[src/rtl/crc32_seq_pkg.sv]
// rtl/crc32_seq_pkg.sv - shared types and constants for the CRC32 frame sequencer
package crc32_seq_pkg;

  localparam int CRC_WORD_W    = 32;
  localparam int CRC_BLK_W     = 256;
  localparam int WORDS_PER_BLK = 8;

  localparam logic [31:0] CRC32_POLY = 32'h04C11DB7;

  typedef enum logic [2:0] {
    ST_IDLE,
    ST_FILL,
    ST_ISSUE,
    ST_WAIT,
    ST_DONE
  } seq_state_e;

endpackage

[src/rtl/crc32_blk_packer.sv]
// rtl/crc32_blk_packer.sv - packs 32-bit words into a zero-padded 256-bit engine block
module crc32_blk_packer
  import crc32_seq_pkg::*;
(
  input  logic                  clk_i,
  input  logic                  rst_i,
  input  logic                  clear,
  input  logic                  wr_en,
  input  logic                  start,
  input  logic [CRC_WORD_W-1:0] wr_data,
  input  logic                  wr_last,
  output logic [CRC_BLK_W-1:0]  blk_data,
  output logic                  blk_done,
  output logic                  blk_last,
  output logic                  blk_pad
);

  logic [2:0]           word_cnt;
  logic [2:0]           slot;
  logic [CRC_BLK_W-1:0] blk_next;

  // A frame's first word always lands in slot 0 of a fresh block.
  assign slot     = start ? 3'd0 : word_cnt;
  assign blk_done = wr_en && (wr_last || (slot == 3'(WORDS_PER_BLK - 1)));

  always_comb begin
    blk_next = start ? '0 : blk_data;
    blk_next[{slot, 5'd0} +: CRC_WORD_W] = wr_data;
  end

  always_ff @(posedge clk_i) begin
    if (rst_i || clear) begin
      blk_data <= '0;
      word_cnt <= '0;
      blk_last <= 1'b0;
      blk_pad  <= 1'b0;
    end else if (wr_en) begin
      blk_data <= blk_next;
      word_cnt <= slot + 3'd1;
      blk_last <= wr_last;
      blk_pad  <= wr_last && (slot != 3'(WORDS_PER_BLK - 1));
    end
  end

endmodule

[src/rtl/crc32_frame_sequencer.sv]
// rtl/crc32_frame_sequencer.sv - sequences an external 256-bit CRC32 engine over word-stream frames
// CRC32_SEQ_FINAL_XOR_EN: when defined, crc_o carries the inverted chain state.
module crc32_frame_sequencer
  import crc32_seq_pkg::*;
#(
  parameter logic [31:0] CRC_INIT       = 32'hFFFFFFFF,
  parameter int          TIMEOUT_CYCLES = 64,
  parameter int          BLK_CNT_W      = 16
) (
  input  logic                  clk_i,
  input  logic                  rst_i,
  input  logic [CRC_WORD_W-1:0] s_data_i,
  input  logic                  s_valid_i,
  input  logic                  s_last_i,
  output logic                  s_ready_o,
  output logic                  eng_en_o,
  output logic [CRC_BLK_W-1:0]  eng_data_o,
  output logic [31:0]           eng_state_o,
  input  logic [31:0]           eng_state_i,
  input  logic                  eng_valid_i,
  output logic [31:0]           crc_o,
  output logic                  crc_valid_o,
  input  logic                  crc_ready_i,
  output logic                  crc_pad_o,
  output logic [BLK_CNT_W-1:0]  blk_cnt_o,
  output logic                  err_o
);

  localparam logic [7:0] TO_LAST = 8'(TIMEOUT_CYCLES - 1);

  seq_state_e  state;
  logic [31:0] chain;
  logic [7:0]  tcnt;
  logic        frame_last;
  logic        pad_lat;
  logic        accept;
  logic        pk_clear;
  logic        pk_done;
  logic        pk_last;
  logic        pk_pad;
  logic        timed_out;
  logic [31:0] crc_final;

  assign accept      = s_valid_i && s_ready_o;
  assign eng_state_o = chain;
  assign timed_out   = (state == ST_WAIT) && !eng_valid_i && (tcnt == TO_LAST);
  assign pk_clear    = ((state == ST_WAIT) && eng_valid_i && !frame_last) || timed_out;

`ifdef CRC32_SEQ_FINAL_XOR_EN
  assign crc_final = ~eng_state_i;
`else
  assign crc_final = eng_state_i;
`endif

  crc32_blk_packer u_packer (
    .clk_i    (clk_i),
    .rst_i    (rst_i),
    .clear    (pk_clear),
    .wr_en    (accept),
    .start    (state == ST_IDLE),
    .wr_data  (s_data_i),
    .wr_last  (s_last_i),
    .blk_data (eng_data_o),
    .blk_done (pk_done),
    .blk_last (pk_last),
    .blk_pad  (pk_pad)
  );

  always_ff @(posedge clk_i) begin
    if (rst_i) begin
      state       <= ST_IDLE;
      s_ready_o   <= 1'b0;
      eng_en_o    <= 1'b0;
      chain       <= CRC_INIT;
      crc_o       <= '0;
      crc_valid_o <= 1'b0;
      crc_pad_o   <= 1'b0;
      blk_cnt_o   <= '0;
      err_o       <= 1'b0;
      tcnt        <= '0;
      frame_last  <= 1'b0;
      pad_lat     <= 1'b0;
    end else begin
      case (state)
        ST_IDLE: begin
          s_ready_o <= 1'b1;
          if (accept) begin
            chain     <= CRC_INIT;
            blk_cnt_o <= '0;
            if (pk_done) begin
              state     <= ST_ISSUE;
              s_ready_o <= 1'b0;
              eng_en_o  <= 1'b1;
            end else begin
              state <= ST_FILL;
            end
          end
        end
        ST_FILL: begin
          if (pk_done) begin
            state     <= ST_ISSUE;
            s_ready_o <= 1'b0;
            eng_en_o  <= 1'b1;
          end
        end
        ST_ISSUE: begin
          eng_en_o   <= 1'b0;
          tcnt       <= 8'd1;
          frame_last <= pk_last;
          pad_lat    <= pk_pad;
          if (blk_cnt_o != {BLK_CNT_W{1'b1}}) begin
            blk_cnt_o <= blk_cnt_o + {{(BLK_CNT_W-1){1'b0}}, 1'b1};
          end
          state <= ST_WAIT;
        end
        ST_WAIT: begin
          // A result arriving on the final timeout cycle still wins.
          if (eng_valid_i) begin
            chain <= eng_state_i;
            if (frame_last) begin
              state       <= ST_DONE;
              crc_valid_o <= 1'b1;
              crc_o       <= crc_final;
              crc_pad_o   <= pad_lat;
            end else begin
              state     <= ST_FILL;
              s_ready_o <= 1'b1;
            end
          end else if (timed_out) begin
            err_o     <= 1'b1;
            state     <= ST_IDLE;
            s_ready_o <= 1'b1;
          end else begin
            tcnt <= tcnt + 8'd1;
          end
        end
        ST_DONE: begin
          if (crc_ready_i) begin
            crc_valid_o <= 1'b0;
            crc_pad_o   <= 1'b0;
            state       <= ST_IDLE;
            s_ready_o   <= 1'b1;
          end
        end
        default: begin
          state     <= ST_IDLE;
          s_ready_o <= 1'b0;
          eng_en_o  <= 1'b0;
        end
      endcase
    end
  end

endmodule

[config.mk]
export PLATFORM = sky130hd
export DESIGN_NAME = crc32_frame_sequencer
export DESIGN_NICKNAME = d
export VERILOG_FILES = /design/src/rtl/crc32_seq_pkg.sv /design/src/rtl/crc32_blk_packer.sv /design/src/rtl/crc32_frame_sequencer.sv
export SDC_FILE = /design/constraint.sdc
export NUM_CORES = 1
export LEC_CHECK = 0
export CAP_MARGIN = 20
export CORE_MARGIN = 10
export CORE_UTILIZATION = 30
export DETAILED_ROUTE_END_ITERATION = 7
export PLACE_DENSITY = 0.63
export SYNTH_ARGS = -nofsm -noshare
export SYNTH_HDL_FRONTEND = slang
export SYNTH_SLANG_ARGS = --single-unit
[constraint.sdc]
create_clock -name clk_i -period 3.5 [get_ports clk_i]
set_input_delay 1.05 -clock clk_i [delete_from_list [all_inputs] [get_ports clk_i]]
set_output_delay 1.05 -clock clk_i [all_outputs]
set_load 0.005 [all_outputs]
==> flow_results.xml, run 1 <==
<?xml version="1.0" encoding="UTF-8"?>
<metrics>
  <group name="outcome">
    <metric name="run_status" unit="">complete, no violations</metric>
  </group>
  <group name="die">
    <metric name="io_pins" unit="">411</metric>
    <metric name="core" unit="um2">46400</metric>
    <metric name="fp.dieH" unit="um">236</metric>
    <metric name="dieArea" unit="um2">55700</metric>
    <metric name="floorplan.die.width" unit="um">236</metric>
    <metric name="initial_core_util" unit="%">30.2</metric>
    <metric name="placementRows" unit="">79</metric>
  </group>
  <group name="power_and_ir_drop">
    <metric name="power.net_switching" unit="W">0.00285</metric>
    <metric name="p_int" unit="W">0.00714</metric>
    <metric name="share_comb_of_total_power" unit="%">14.9</metric>
    <metric name="p_clk_share" unit="%">42.5</metric>
    <metric name="power.density" unit="nW/um2">503</metric>
    <metric name="totalPowerFinal" unit="W">0.00999</metric>
    <metric name="power_leakage" unit="nW">6.43</metric>
    <metric name="power_frac_seq" unit="%">42.6</metric>
    <metric name="ir_drop" unit="mV">0.246</metric>
    <metric name="switching_share" unit="%">28.5</metric>
  </group>
  <group name="worst_setup_path">
    <metric name="cp.required" unit="ps">3940</metric>
    <metric name="arrival" unit="ps">3290</metric>
    <metric name="regToRegEndpoint" unit="">u_packer.blk_data[83]$_SDFFE_PP0P_</metric>
    <metric name="timing.reg2reg.worst_path_depth" unit="">9</metric>
    <metric name="timing.critical_path.from_type" unit="">flop</metric>
    <metric name="critical_path.endpoint_type" unit="">flop</metric>
    <metric name="worst-path-max-fanout" unit="">32</metric>
    <metric name="critical_path.reg2reg.startpoint" unit="">state[2]$_SDFFE_PP0P_</metric>
    <metric name="critPathKind" unit="">flop to flop</metric>
    <metric name="register_to_register_setup_slack" unit="ps">650</metric>
  </group>
  <group name="global_routing">
    <metric name="grt_pass1_vias" unit="">13400</metric>
    <metric name="grt_pass1_wl" unit="um">83200</metric>
    <metric name="grt_max_degree" unit="">115</metric>
    <metric name="grt_antenna_before_repair" unit="">3</metric>
    <metric name="grt_remaining_overflow" unit="">0</metric>
    <metric name="grt_util_all_layers" unit="%">18.8</metric>
  </group>
  <group name="logic_synthesis">
    <metric name="yosysUniqueCellTypes" unit="">68</metric>
    <metric name="synth-warning-count" unit="">0</metric>
    <metric name="synth_simple_gate_area_share" unit="%">26.1</metric>
    <metric name="synthXorXnorAreaFrac" unit="%">0.0626</metric>
    <metric name="synth_ff_type" unit="">sky130_fd_sc_hd__dfxtp_1</metric>
    <metric name="synth.yosys.seq_area_share" unit="%">51.3</metric>
    <metric name="ys_seq_elements" unit="">359</metric>
    <metric name="synth.area.mux_share" unit="%">0.858</metric>
    <metric name="synth_fa_ha_area_share" unit="%">0.626</metric>
    <metric name="synth_enable_flop_cells" unit="">0</metric>
    <metric name="synthesis.nets" unit="">1815</metric>
    <metric name="synth.avg_cell_area" unit="um2">8.06</metric>
    <metric name="main_combinational_cell_family_by_area_after_synthesis" unit="">simple AND/OR/NAND/NOR gates</metric>
    <metric name="async_reset_ff_share" unit="%">0</metric>
    <metric name="post_synth_instance_area" unit="um2">14000</metric>
    <metric name="complex_gate_fraction_of_the_synthesized_area" unit="%">14.8</metric>
    <metric name="cells_after_synth" unit="">1738</metric>
  </group>
  <group name="timing">
    <metric name="final.setup.tns" unit="ps">0</metric>
    <metric name="grt_setup_unrepaired" unit="">false</metric>
    <metric name="min_period" unit="ps">2850</metric>
    <metric name="worst_slew_pin_slew" unit="ps">719</metric>
    <metric name="peak_clock_frequency_supported_by_timing" unit="GHz">0.351</metric>
    <metric name="timing_hold_violations_final" unit="">0</metric>
    <metric name="finClkSkew" unit="ps">17.6</metric>
    <metric name="layout_worst_path_cycle_share" unit="%">81.5</metric>
    <metric name="timing.final.max_slew_violations" unit="">0</metric>
    <metric name="setup-violations-final" unit="">0</metric>
    <metric name="slew_headroom" unit="%">51.9</metric>
  </group>
  <group name="drt">
    <metric name="post_drt_via_cell_ratio" unit="">5.10</metric>
    <metric name="vias" unit="">13700</metric>
    <metric name="drt-initial-drc-count" unit="">1123</metric>
    <metric name="routed_wire_length_per_instance" unit="um">20.7</metric>
    <metric name="remaining_drc_errors" unit="">0</metric>
    <metric name="drt_pre_antenna_iters" unit="">5</metric>
    <metric name="routed_wl" unit="um">55600</metric>
    <metric name="ant_nets" unit="">0</metric>
  </group>
  <group name="cts">
    <metric name="ctsRootBufferMaster" unit="">sky130_fd_sc_hd__clkbuf_16</metric>
    <metric name="cts_resized" unit="">0</metric>
    <metric name="number_of_buffers_inserted_during_clock_tree_synthesis" unit="">41</metric>
    <metric name="clock_tree_from_tritoncts" unit="">yes</metric>
    <metric name="post_cts.repair.setup_buffers" unit="">0</metric>
    <metric name="cts-root-to-sink-buffers" unit="">3</metric>
    <metric name="clock_insertion_delay_worst_skew" unit="ps">570</metric>
    <metric name="path_clk_slew" unit="ps">60</metric>
    <metric name="cts_hold_buffers" unit="">0</metric>
    <metric name="cts.htree.levels" unit="">2</metric>
    <metric name="numClockSinks" unit="">359</metric>
  </group>
  <group name="cells_and_area">
    <metric name="mostFrequentLayoutCell" unit="">sky130_fd_sc_hd__clkdlybuf4s50_1</metric>
    <metric name="layout.area.seq" unit="um2">7190</metric>
    <metric name="multi_input_area" unit="um2">6010</metric>
    <metric name="fin_util" unit="%">42.8</metric>
    <metric name="area_growth" unit="%">41.8</metric>
    <metric name="final-instance-count-excl-fill" unit="">2691</metric>
    <metric name="final_area" unit="um2">19800</metric>
    <metric name="net_count_final" unit="">2128</metric>
    <metric name="final_cell_mix" unit="">409 x sky130_fd_sc_hd__clkdlybuf4s50_1, 361 x sky130_fd_sc_hd__nand2_1, 359 x sky130_fd_sc_hd__dfxtp_1, 313 x sky130_fd_sc_hd__a21oi_1, 273 x sky130_fd_sc_hd__nand3_1</metric>
    <metric name="layout-drive-gt1-share" unit="%">6.29</metric>
    <metric name="num-fill-cells" unit="">4623</metric>
  </group>
  <group name="placed_design">
    <metric name="numPortBuffers" unit="">410</metric>
    <metric name="place.detailed.instances" unit="">2615</metric>
    <metric name="place.detailed.hpwl" unit="um">38800</metric>
    <metric name="placed_cell_area" unit="um2">18500</metric>
    <metric name="final_replace_weighted_congestion" unit="">0.815</metric>
  </group>
  <group name="worst_hold_path">
    <metric name="min-delay-path-class" unit="">flop to flop</metric>
    <metric name="whs_endpoint" unit="">crc_o[12]$_SDFFE_PP0P_</metric>
    <metric name="hold_path_startpoint" unit="">crc_o[12]$_SDFFE_PP0P_</metric>
    <metric name="min_delay_path_depth" unit="">2</metric>
  </group>
  <group name="job">
    <metric name="maxCapViolCount" unit="">0</metric>
  </group>
</metrics>
-- per-stage QoR --
| stage | hold WS (ps) | setup WS [ps] |
|---|---|---|
| after floorplan | 432 | 1040 |
| after global placement | 442 | 466 |
| after detailed placement | 446 | 391 |
| after CTS | 457 | 653 |
| after global routing | 479 | 517 |
| final | 454 | 648 |
-- worst max-delay path: stages, from the launching register on --
cell and delay [ps]:
sky130_fd_sc_hd__dfxtp_1 410, sky130_fd_sc_hd__o31a_1 370, sky130_fd_sc_hd__inv_2 130, sky130_fd_sc_hd__ha_1 210, sky130_fd_sc_hd__ha_1 220, sky130_fd_sc_hd__or2_1 340, sky130_fd_sc_hd__or4_1 510, sky130_fd_sc_hd__buf_4 280
sky130_fd_sc_hd__nand3_1 160, sky130_fd_sc_hd__a21oi_1 80
-- cell usage after synthesis, types with 7 or more instances --
| cell | count | share of area [%] |
|---|---|---|
| sky130_fd_sc_hd__nand2_1 | 361 | 9.7 |
| sky130_fd_sc_hd__dfxtp_1 | 359 | 51 |
| sky130_fd_sc_hd__a21oi_1 | 313 | 11 |
| sky130_fd_sc_hd__nand3_1 | 273 | 9.8 |
| sky130_fd_sc_hd__buf_2 | 100 | 3.6 |
| sky130_fd_sc_hd__clkbuf_1 | 48 | 1.3 |
| sky130_fd_sc_hd__nor2_1 | 44 | 1.2 |
| sky130_fd_sc_hd__nor3_1 | 36 | 1.3 |
| sky130_fd_sc_hd__clkbuf_2 | 19 | 0.68 |
| sky130_fd_sc_hd__o21ai_0 | 19 | 0.68 |
| sky130_fd_sc_hd__o21ai_1 | 18 | 0.64 |
| sky130_fd_sc_hd__mux2i_1 | 12 | 0.86 |
| sky130_fd_sc_hd__nand2b_1 | 9 | 0.40 |
| sky130_fd_sc_hd__buf_1 | 8 | 0.21 |
| sky130_fd_sc_hd__and2_1 | 7 | 0.31 |
| sky130_fd_sc_hd__ha_1 | 7 | 0.63 |
| sky130_fd_sc_hd__or3_1 | 7 | 0.31 |
-- cell type report --
type	count	area share, %
flip-flops and latches	359	36.2
diodes	2	0.0252
inverters	8	0.151
clock buffers	59	6.06
multi-input cells	1191	30.3
repair buffers	450	22.8
well taps	607	3.83
clock inverters	15	0.681
-- registers in the layout, indices dropped and copies added (netlist names) --
name / flops
err_o: 1
blk_cnt_o: 16
tcnt: 8
crc_valid_o: 1
eng_en_o: 1
u_packer.blk_data: 256
eng_state_o: 32
u_packer.blk_last: 1
pad_lat: 1
frame_last: 1
crc_o: 32
u_packer.word_cnt: 3
u_packer.blk_pad: 1
s_ready_o: 1
state: 3
crc_pad_o: 1
-- worst max-delay path by stage --
stage,slack (ps),depth (start not counted),start,end
CTS,650,9,state[2]$_SDFFE_PP0P_,u_packer.blk_data[83]$_SDFFE_PP0P_
global route,520,10,state[2]$_SDFFE_PP0P_,u_packer.blk_data[94]$_SDFFE_PP0P_
detailed placement,390,6,s_valid_i,u_packer.blk_data[233]$_SDFFE_PP0P_
global placement,470,6,s_valid_i,u_packer.blk_data[198]$_SDFFE_PP0P_
floorplan,1040,11,state[1]$_SDFFE_PP0P_,u_packer.blk_data[66]$_SDFFE_PP0P_
finish,650,9,state[2]$_SDFFE_PP0P_,u_packer.blk_data[83]$_SDFFE_PP0P_
-- cells by family (layout without fill, tap and decap cells) --
group | Yosys count | after routing
DFF | 359 | 359
AOI/OAI and AO/OA | 388 | 388
xor gates and xnor gates | 1 | 1
muxes | 12 | 12
and+or+nand+nor | 783 | 783
buffers and inverters | 188 | 532
other | 0 | 2
adders and majority gates | 7 | 7
-- power by group through the flow --
stage               clock (W)  sequential, W  combinational, W
floorplan                   0        0.00433          0.000886
global placement            0        0.00434           0.00146
detailed placement          0        0.00434           0.00149
CTS                   0.00437        0.00425           0.00149
global route          0.00452        0.00426           0.00160
finish                0.00424        0.00425           0.00149
-- metal layers --
metal	GRT usage [%]	vias to the layer above	wire (um)	share of wire (%)
li1	-	6565	-	-
met1	21.9	6556	22200	40
met2	32.2	493	27200	49
met3	4.90	105	4250	7.7
met4	7.40	2	1990	3.6
met5	0	-	9	0.016
(Power assumes the default switching activity.)
==> run 2: changes to the inputs <==
clock period = 2.9 ns   (was 3.5 ns; I/O delays follow)
==> run 2 against run 1 <==
Combinational power is 24% higher. Cell area is 1.3% higher. Register-to-register slack worse by 290 ps. Clock power is 32% higher. Worst setup slack worse by 330 ps. Largest cell class unchanged. Largest power group is now clock. Highest routed layer unchanged.
==> flow_results.xml, run 2 (synthesized netlist as in run 1, its figures left out) <==
<?xml version="1.0" encoding="UTF-8"?>
<metrics>
  <group name="cts">
    <metric name="cts_resized" unit="">0</metric>
    <metric name="clock_tree_from_tritoncts" unit="">yes</metric>
    <metric name="cts-root-to-sink-buffers" unit="">3</metric>
    <metric name="clock_insertion_delay_worst_skew" unit="ps">580</metric>
    <metric name="numClockSinks" unit="">359</metric>
    <metric name="ctsRootBufferMaster" unit="">sky130_fd_sc_hd__clkbuf_16</metric>
    <metric name="cts.htree.levels" unit="">2</metric>
    <metric name="post_cts.repair.setup_buffers" unit="">0</metric>
    <metric name="number_of_buffers_inserted_during_clock_tree_synthesis" unit="">43</metric>
    <metric name="cts_hold_buffers" unit="">0</metric>
    <metric name="path_clk_slew" unit="ps">60</metric>
  </group>
  <group name="outcome">
    <metric name="run_status" unit="">complete, no violations</metric>
  </group>
  <group name="placed_design">
    <metric name="final_replace_weighted_congestion" unit="">0.830</metric>
    <metric name="place.detailed.hpwl" unit="um">38700</metric>
    <metric name="numPortBuffers" unit="">410</metric>
    <metric name="place.detailed.instances" unit="">2624</metric>
    <metric name="post-place-ws" unit="ps">83.0</metric>
  </group>
  <group name="drt">
    <metric name="ant_nets" unit="">0</metric>
    <metric name="routed_wl" unit="um">55700</metric>
    <metric name="drt_pre_antenna_iters" unit="">7</metric>
    <metric name="routed_wire_length_per_instance" unit="um">20.6</metric>
    <metric name="post_drt_via_cell_ratio" unit="">5.09</metric>
    <metric name="vias" unit="">13800</metric>
    <metric name="drt-initial-drc-count" unit="">1100</metric>
    <metric name="remaining_drc_errors" unit="">0</metric>
  </group>
  <group name="die">
    <metric name="dieArea" unit="um2">55700</metric>
    <metric name="core" unit="um2">46400</metric>
    <metric name="floorplan.die.width" unit="um">236</metric>
    <metric name="initial_core_util" unit="%">30.2</metric>
    <metric name="placementRows" unit="">79</metric>
    <metric name="io_pins" unit="">411</metric>
    <metric name="fp.dieH" unit="um">236</metric>
  </group>
  <group name="timing">
    <metric name="slew_headroom" unit="%">51.1</metric>
    <metric name="final.setup.tns" unit="ps">0</metric>
    <metric name="setup-violations-final" unit="">0</metric>
    <metric name="peak_clock_frequency_supported_by_timing" unit="GHz">0.387</metric>
    <metric name="worst_slew_pin_slew" unit="ps">731</metric>
    <metric name="layout_worst_path_cycle_share" unit="%">89.1</metric>
    <metric name="grt_setup_unrepaired" unit="">false</metric>
    <metric name="finClkSkew" unit="ps">31.8</metric>
    <metric name="timing.final.max_slew_violations" unit="">0</metric>
    <metric name="timing.final.ws_setup" unit="ps">316</metric>
    <metric name="timing_hold_violations_final" unit="">0</metric>
    <metric name="min_period" unit="ps">2580</metric>
  </group>
  <group name="worst_setup_path">
    <metric name="timing.critical_path.cells" unit="">clkdlybuf4s50_1</metric>
    <metric name="critical_path.reg2reg.startpoint" unit="">state[0]$_SDFFE_PP0P_</metric>
    <metric name="critical_path.endpoint_type" unit="">primary output</metric>
    <metric name="timing.critical_path.from_type" unit="">flop</metric>
    <metric name="critPathKind" unit="">flop to primary output</metric>
    <metric name="critical_path.top_delay_family" unit="">buffers and inverters</metric>
    <metric name="cp.required" unit="ps">2030</metric>
    <metric name="critical_path.n_buffers_inverters" unit="">1</metric>
    <metric name="arrival" unit="ps">1710</metric>
    <metric name="timing.critical_path.slowest_stage_cell" unit="">sky130_fd_sc_hd__clkdlybuf4s50_1</metric>
    <metric name="worst-path-max-fanout" unit="">11</metric>
    <metric name="critPathMaxStageDelay" unit="ps">600</metric>
    <metric name="worstSetupStartpoint" unit="">s_ready_o$_SDFFE_PP0P_</metric>
  </group>
  <group name="cells_and_area">
    <metric name="mostFrequentLayoutCell" unit="">sky130_fd_sc_hd__clkdlybuf4s50_1</metric>
    <metric name="net_count_final" unit="">2140</metric>
    <metric name="num-fill-cells" unit="">4609</metric>
    <metric name="layout-drive-gt1-share" unit="%">6.83</metric>
    <metric name="largest-register" unit="">u_packer.blk_data</metric>
    <metric name="largest_reg_flops" unit="">256</metric>
    <metric name="area_growth" unit="%">43.7</metric>
    <metric name="final_cell_mix" unit="">409 x sky130_fd_sc_hd__clkdlybuf4s50_1, 361 x sky130_fd_sc_hd__nand2_1, 359 x sky130_fd_sc_hd__dfxtp_1, 313 x sky130_fd_sc_hd__a21oi_1, 273 x sky130_fd_sc_hd__nand3_1</metric>
    <metric name="final-instance-count-excl-fill" unit="">2702</metric>
  </group>
  <group name="global_routing">
    <metric name="grt_util_all_layers" unit="%">18.8</metric>
    <metric name="grt_antenna_before_repair" unit="">2</metric>
    <metric name="grt_pass1_wl" unit="um">83700</metric>
    <metric name="grt_max_degree" unit="">79</metric>
    <metric name="grt_remaining_overflow" unit="">0</metric>
    <metric name="grt_pass1_vias" unit="">13100</metric>
  </group>
  <group name="worst_hold_path">
    <metric name="hold_path_startpoint" unit="">pad_lat$_SDFFE_PP0P_</metric>
    <metric name="min-delay-path-class" unit="">flop to flop</metric>
  </group>
  <group name="power_and_ir_drop">
    <metric name="power_leakage" unit="nW">6.56</metric>
    <metric name="power.density" unit="nW/um2">625</metric>
    <metric name="ir_drop" unit="mV">0.433</metric>
    <metric name="totalPowerFinal" unit="W">0.0126</metric>
  </group>
  <group name="job">
    <metric name="maxCapViolCount" unit="">0</metric>
  </group>
</metrics>
## run 2: changes by cell type in the layout (fill, tap and decap cells not counted), sizes merged
cell,change
diode,-1
bufinv,+3
inv,+1
buf,+10
clkinv,-2
## run 2: worst reg2reg max path: cells and delay by family (launching register included)
kind            cells  cell delay [ps]
flops               1              350
simple gates        5             1260
buf+inv             1              290
fa+ha+maj           2              430
compound gates      1              150
## run 2: routing by layer
layer | track usage, % | wire length [um] | vias up
met5 | 0 | 20 | -
met4 | 7.60 | 1970 | 2
met3 | 5.49 | 4340 | 98
met2 | 31.6 | 27100 | 457
met1 | 22.1 | 22200 | 6597
li1 | - | - | 6603
## run 2: worst paths after layout
kind / endpoint / slack [ps] / depth (start not counted)
max: s_ready_o / 320 / 1
min: crc_pad_o$_SDFFE_PP0P_ / 450 / 2
max reg2reg: u_packer.blk_data[202]$_SDFFE_PP0P_ / 360 / 9
min reg2reg: crc_pad_o$_SDFFE_PP0P_ / 450 / 2
## run 2: stage by stage
step / utilization, % / area (um2) / hold WS, ps
2_1_floorplan: - / 14000 / 432
3_3_place_gp: 40.2 / 18700 / 441
3_5_place_dp: 40.2 / 18700 / 446
4_1_cts: 43.4 / 20100 / 443
5_1_grt: 43.4 / 20100 / 472
6_report: 43.4 / 20100 / 452
## run 2: power breakdown
| group | leakage (nW) | internal [W] | switching [W] |
|---|---|---|---|
| Clock | 0.713 | 0.00335 | 0.00223 |
| Sequential | 2.90 | 0.00505 | 0.0000941 |
| Combinational | 2.95 | 0.000627 | 0.00122 |
## run 2: layout make-up
type / instances / area (um2) / area share (%)
Antenna cell: 1 / 2.50 / 0.0124
Clock buffer: 59 / 1240 / 6.15
Clock inverter: 17 / 216 / 1.08
Inverter: 8 / 30.0 / 0.149
Multi-Input combinational cell: 1191 / 6010 / 29.9
Sequential cell: 359 / 7190 / 35.7
Tap cell: 607 / 759 / 3.78
Timing Repair Buffer: 460 / 4670 / 23.2
==> run 3: changes to the inputs <==
MAX_ROUTING_LAYER = met4   (was default)
SETUP_SLACK_MARGIN = 0.05   (was default)
==> run 3 against run 2 <==
Cell count is essentially flat. Critical path depth is the same. First-iteration DRC count shrank 1.8%. Routed wire length shrank 0.14%. Critical endpoint unchanged.
==> flow_results.xml, run 3 (synthesized netlist as in run 1, its figures left out) <==
<?xml version="1.0" encoding="UTF-8"?>
<metrics>
  <group name="die">
    <metric name="initial_core_util" unit="%">30.2</metric>
    <metric name="floorplan.die.width" unit="um">236</metric>
    <metric name="placementRows" unit="">79</metric>
    <metric name="io_pins" unit="">411</metric>
    <metric name="core" unit="um2">46400</metric>
    <metric name="dieArea" unit="um2">55700</metric>
    <metric name="fp.dieH" unit="um">236</metric>
  </group>
  <group name="power_and_ir_drop">
    <metric name="p_int" unit="W">0.00902</metric>
    <metric name="power_frac_seq" unit="%">40.9</metric>
    <metric name="power.density" unit="nW/um2">625</metric>
    <metric name="power_leakage" unit="nW">6.56</metric>
    <metric name="p_clk_share" unit="%">44.4</metric>
    <metric name="power.net_switching" unit="W">0.00354</metric>
    <metric name="switching_share" unit="%">28.2</metric>
    <metric name="ir_drop" unit="mV">0.434</metric>
    <metric name="share_comb_of_total_power" unit="%">14.7</metric>
  </group>
  <group name="global_routing">
    <metric name="grt_max_degree" unit="">79</metric>
    <metric name="grt_antenna_before_repair" unit="">2</metric>
    <metric name="grt_util_all_layers" unit="%">19.4</metric>
    <metric name="grt_pass1_vias" unit="">13100</metric>
    <metric name="grt_remaining_overflow" unit="">0</metric>
    <metric name="grt_pass1_wl" unit="um">83600</metric>
  </group>
  <group name="worst_hold_path">
    <metric name="min_delay_path_depth" unit="">2</metric>
    <metric name="hold_path_startpoint" unit="">pad_lat$_SDFFE_PP0P_</metric>
    <metric name="min-delay-path-class" unit="">flop to flop</metric>
    <metric name="whs_endpoint" unit="">crc_pad_o$_SDFFE_PP0P_</metric>
  </group>
  <group name="worst_setup_path">
    <metric name="critPathMaxStageDelay" unit="ps">600</metric>
    <metric name="critical_path.n_buffers_inverters" unit="">1</metric>
    <metric name="register_to_register_setup_slack" unit="ps">360</metric>
    <metric name="timing.reg2reg.worst_path_depth" unit="">9</metric>
    <metric name="worstSetupStartpoint" unit="">s_ready_o$_SDFFE_PP0P_</metric>
    <metric name="critical_path.top_delay_family" unit="">buffers and inverters</metric>
    <metric name="worst-path-max-fanout" unit="">11</metric>
    <metric name="critical_path.reg2reg.startpoint" unit="">state[0]$_SDFFE_PP0P_</metric>
    <metric name="arrival" unit="ps">1710</metric>
    <metric name="timing.critical_path.slowest_stage_cell" unit="">sky130_fd_sc_hd__clkdlybuf4s50_1</metric>
    <metric name="regToRegEndpoint" unit="">u_packer.blk_data[202]$_SDFFE_PP0P_</metric>
    <metric name="critical_path.endpoint_type" unit="">primary output</metric>
    <metric name="critPathKind" unit="">flop to primary output</metric>
    <metric name="timing.critical_path.from_type" unit="">flop</metric>
    <metric name="cp.required" unit="ps">2030</metric>
    <metric name="timing.critical_path.cells" unit="">clkdlybuf4s50_1</metric>
  </group>
  <group name="cells_and_area">
    <metric name="largest-register" unit="">u_packer.blk_data</metric>
    <metric name="net_count_final" unit="">2140</metric>
    <metric name="area_growth" unit="%">43.7</metric>
    <metric name="layout-drive-gt1-share" unit="%">6.83</metric>
    <metric name="largest_reg_flops" unit="">256</metric>
    <metric name="final_cell_mix" unit="">409 x sky130_fd_sc_hd__clkdlybuf4s50_1, 361 x sky130_fd_sc_hd__nand2_1, 359 x sky130_fd_sc_hd__dfxtp_1, 313 x sky130_fd_sc_hd__a21oi_1, 273 x sky130_fd_sc_hd__nand3_1</metric>
    <metric name="mostFrequentLayoutCell" unit="">sky130_fd_sc_hd__clkdlybuf4s50_1</metric>
  </group>
  <group name="cts">
    <metric name="cts-root-to-sink-buffers" unit="">3</metric>
    <metric name="clock_insertion_delay_worst_skew" unit="ps">580</metric>
    <metric name="clock_tree_from_tritoncts" unit="">yes</metric>
    <metric name="numClockSinks" unit="">359</metric>
    <metric name="ctsRootBufferMaster" unit="">sky130_fd_sc_hd__clkbuf_16</metric>
    <metric name="cts_resized" unit="">0</metric>
    <metric name="path_clk_slew" unit="ps">60</metric>
    <metric name="cts_hold_buffers" unit="">0</metric>
    <metric name="number_of_buffers_inserted_during_clock_tree_synthesis" unit="">43</metric>
    <metric name="cts.htree.levels" unit="">2</metric>
    <metric name="post_cts.repair.setup_buffers" unit="">0</metric>
  </group>
  <group name="drt">
    <metric name="routed_wire_length_per_instance" unit="um">20.6</metric>
    <metric name="remaining_drc_errors" unit="">0</metric>
    <metric name="drt_pre_antenna_iters" unit="">5</metric>
    <metric name="post_drt_via_cell_ratio" unit="">5.09</metric>
    <metric name="vias" unit="">13800</metric>
    <metric name="drt-initial-drc-count" unit="">1080</metric>
    <metric name="ant_nets" unit="">0</metric>
    <metric name="routed_wl" unit="um">55600</metric>
  </group>
  <group name="timing">
    <metric name="setup-violations-final" unit="">0</metric>
    <metric name="layout_worst_path_cycle_share" unit="%">89.0</metric>
    <metric name="timing_hold_violations_final" unit="">0</metric>
    <metric name="grt_setup_unrepaired" unit="">false</metric>
    <metric name="final.setup.tns" unit="ps">0</metric>
    <metric name="worst_slew_pin_slew" unit="ps">664</metric>
    <metric name="timing.final.ws_setup" unit="ps">318</metric>
    <metric name="finClkSkew" unit="ps">33.5</metric>
    <metric name="peak_clock_frequency_supported_by_timing" unit="GHz">0.387</metric>
    <metric name="min_period" unit="ps">2580</metric>
    <metric name="slew_headroom" unit="%">55.6</metric>
    <metric name="timing.final.max_slew_violations" unit="">0</metric>
  </group>
  <group name="placed_design">
    <metric name="numPortBuffers" unit="">410</metric>
    <metric name="final_replace_weighted_congestion" unit="">0.842</metric>
    <metric name="post-place-ws" unit="ps">83.0</metric>
    <metric name="place.detailed.hpwl" unit="um">38700</metric>
  </group>
  <group name="job">
    <metric name="maxCapViolCount" unit="">0</metric>
  </group>
  <group name="outcome">
    <metric name="run_status" unit="">complete, no violations</metric>
  </group>
</metrics>
[run 3: cell count changes in the layout (fill, tap and decap cells not counted)]
| cell | previous run | this run |
|---|---|---|
| sky130_fd_sc_hd__diode_2 | 1 | 2 |
[run 3: worst max-delay path by stage]
stage	end	slack, ps	cells after the start
2_1_floorplan	u_packer.blk_data[66]$_SDFFE_PP0P_	440	11
3_3_place_gp	state[2]$_SDFFE_PP0P_	190	6
3_5_place_dp	blk_cnt_o[9]$_SDFFE_PP0P_	80	5
4_1_cts	s_ready_o	270	1
5_1_grt	u_packer.blk_data[201]$_SDFFE_PP0P_	150	9
6_report	s_ready_o	320	1
[run 3: power groups by stage]
stage / sequential, W / combinational (W) / clock (W)
finish: 0.00514 / 0.00185 / 0.00558
global route: 0.00515 / 0.00200 / 0.00593
CTS: 0.00514 / 0.00185 / 0.00573
detailed placement: 0.00524 / 0.00184 / 0
global placement: 0.00524 / 0.00182 / 0
floorplan: 0.00523 / 0.00107 / 0
[run 3: cell type report]
type | instances | area, um2
diodes | 2 | 5.00
clock buffers | 59 | 1240
clock inverters | 17 | 216
fillers | 4608 | 26200
inverters | 8 | 30.0
multi-input cells | 1191 | 6010
flip-flops and latches | 359 | 7190
well taps | 607 | 759
repair buffers | 460 | 4670
[run 3: stage by stage]
step	utilization, %	power (W)	instances	hold WS (ps)	cell area (um2)
finish	43.4	0.0126	2703	448	20100
global route	43.4	0.0131	2703	470	20100
CTS	43.4	0.0127	2700	443	20100
detailed placement	40.2	0.00708	2624	446	18700
global placement	40.2	0.00706	2624	441	18700
floorplan	-	0.00630	1738	432	14000
[run 3: layer usage]
layer / vias up / track usage [%] / part of all wire [%]
met2: 507 / 31.6 / 48
met3: 99 / 5.15 / 7.6
met5: - / - / 0
met4: 0 / 7.60 / 3.5
li1: 6599 / - / -
met1: 6557 / 22.4 / 40
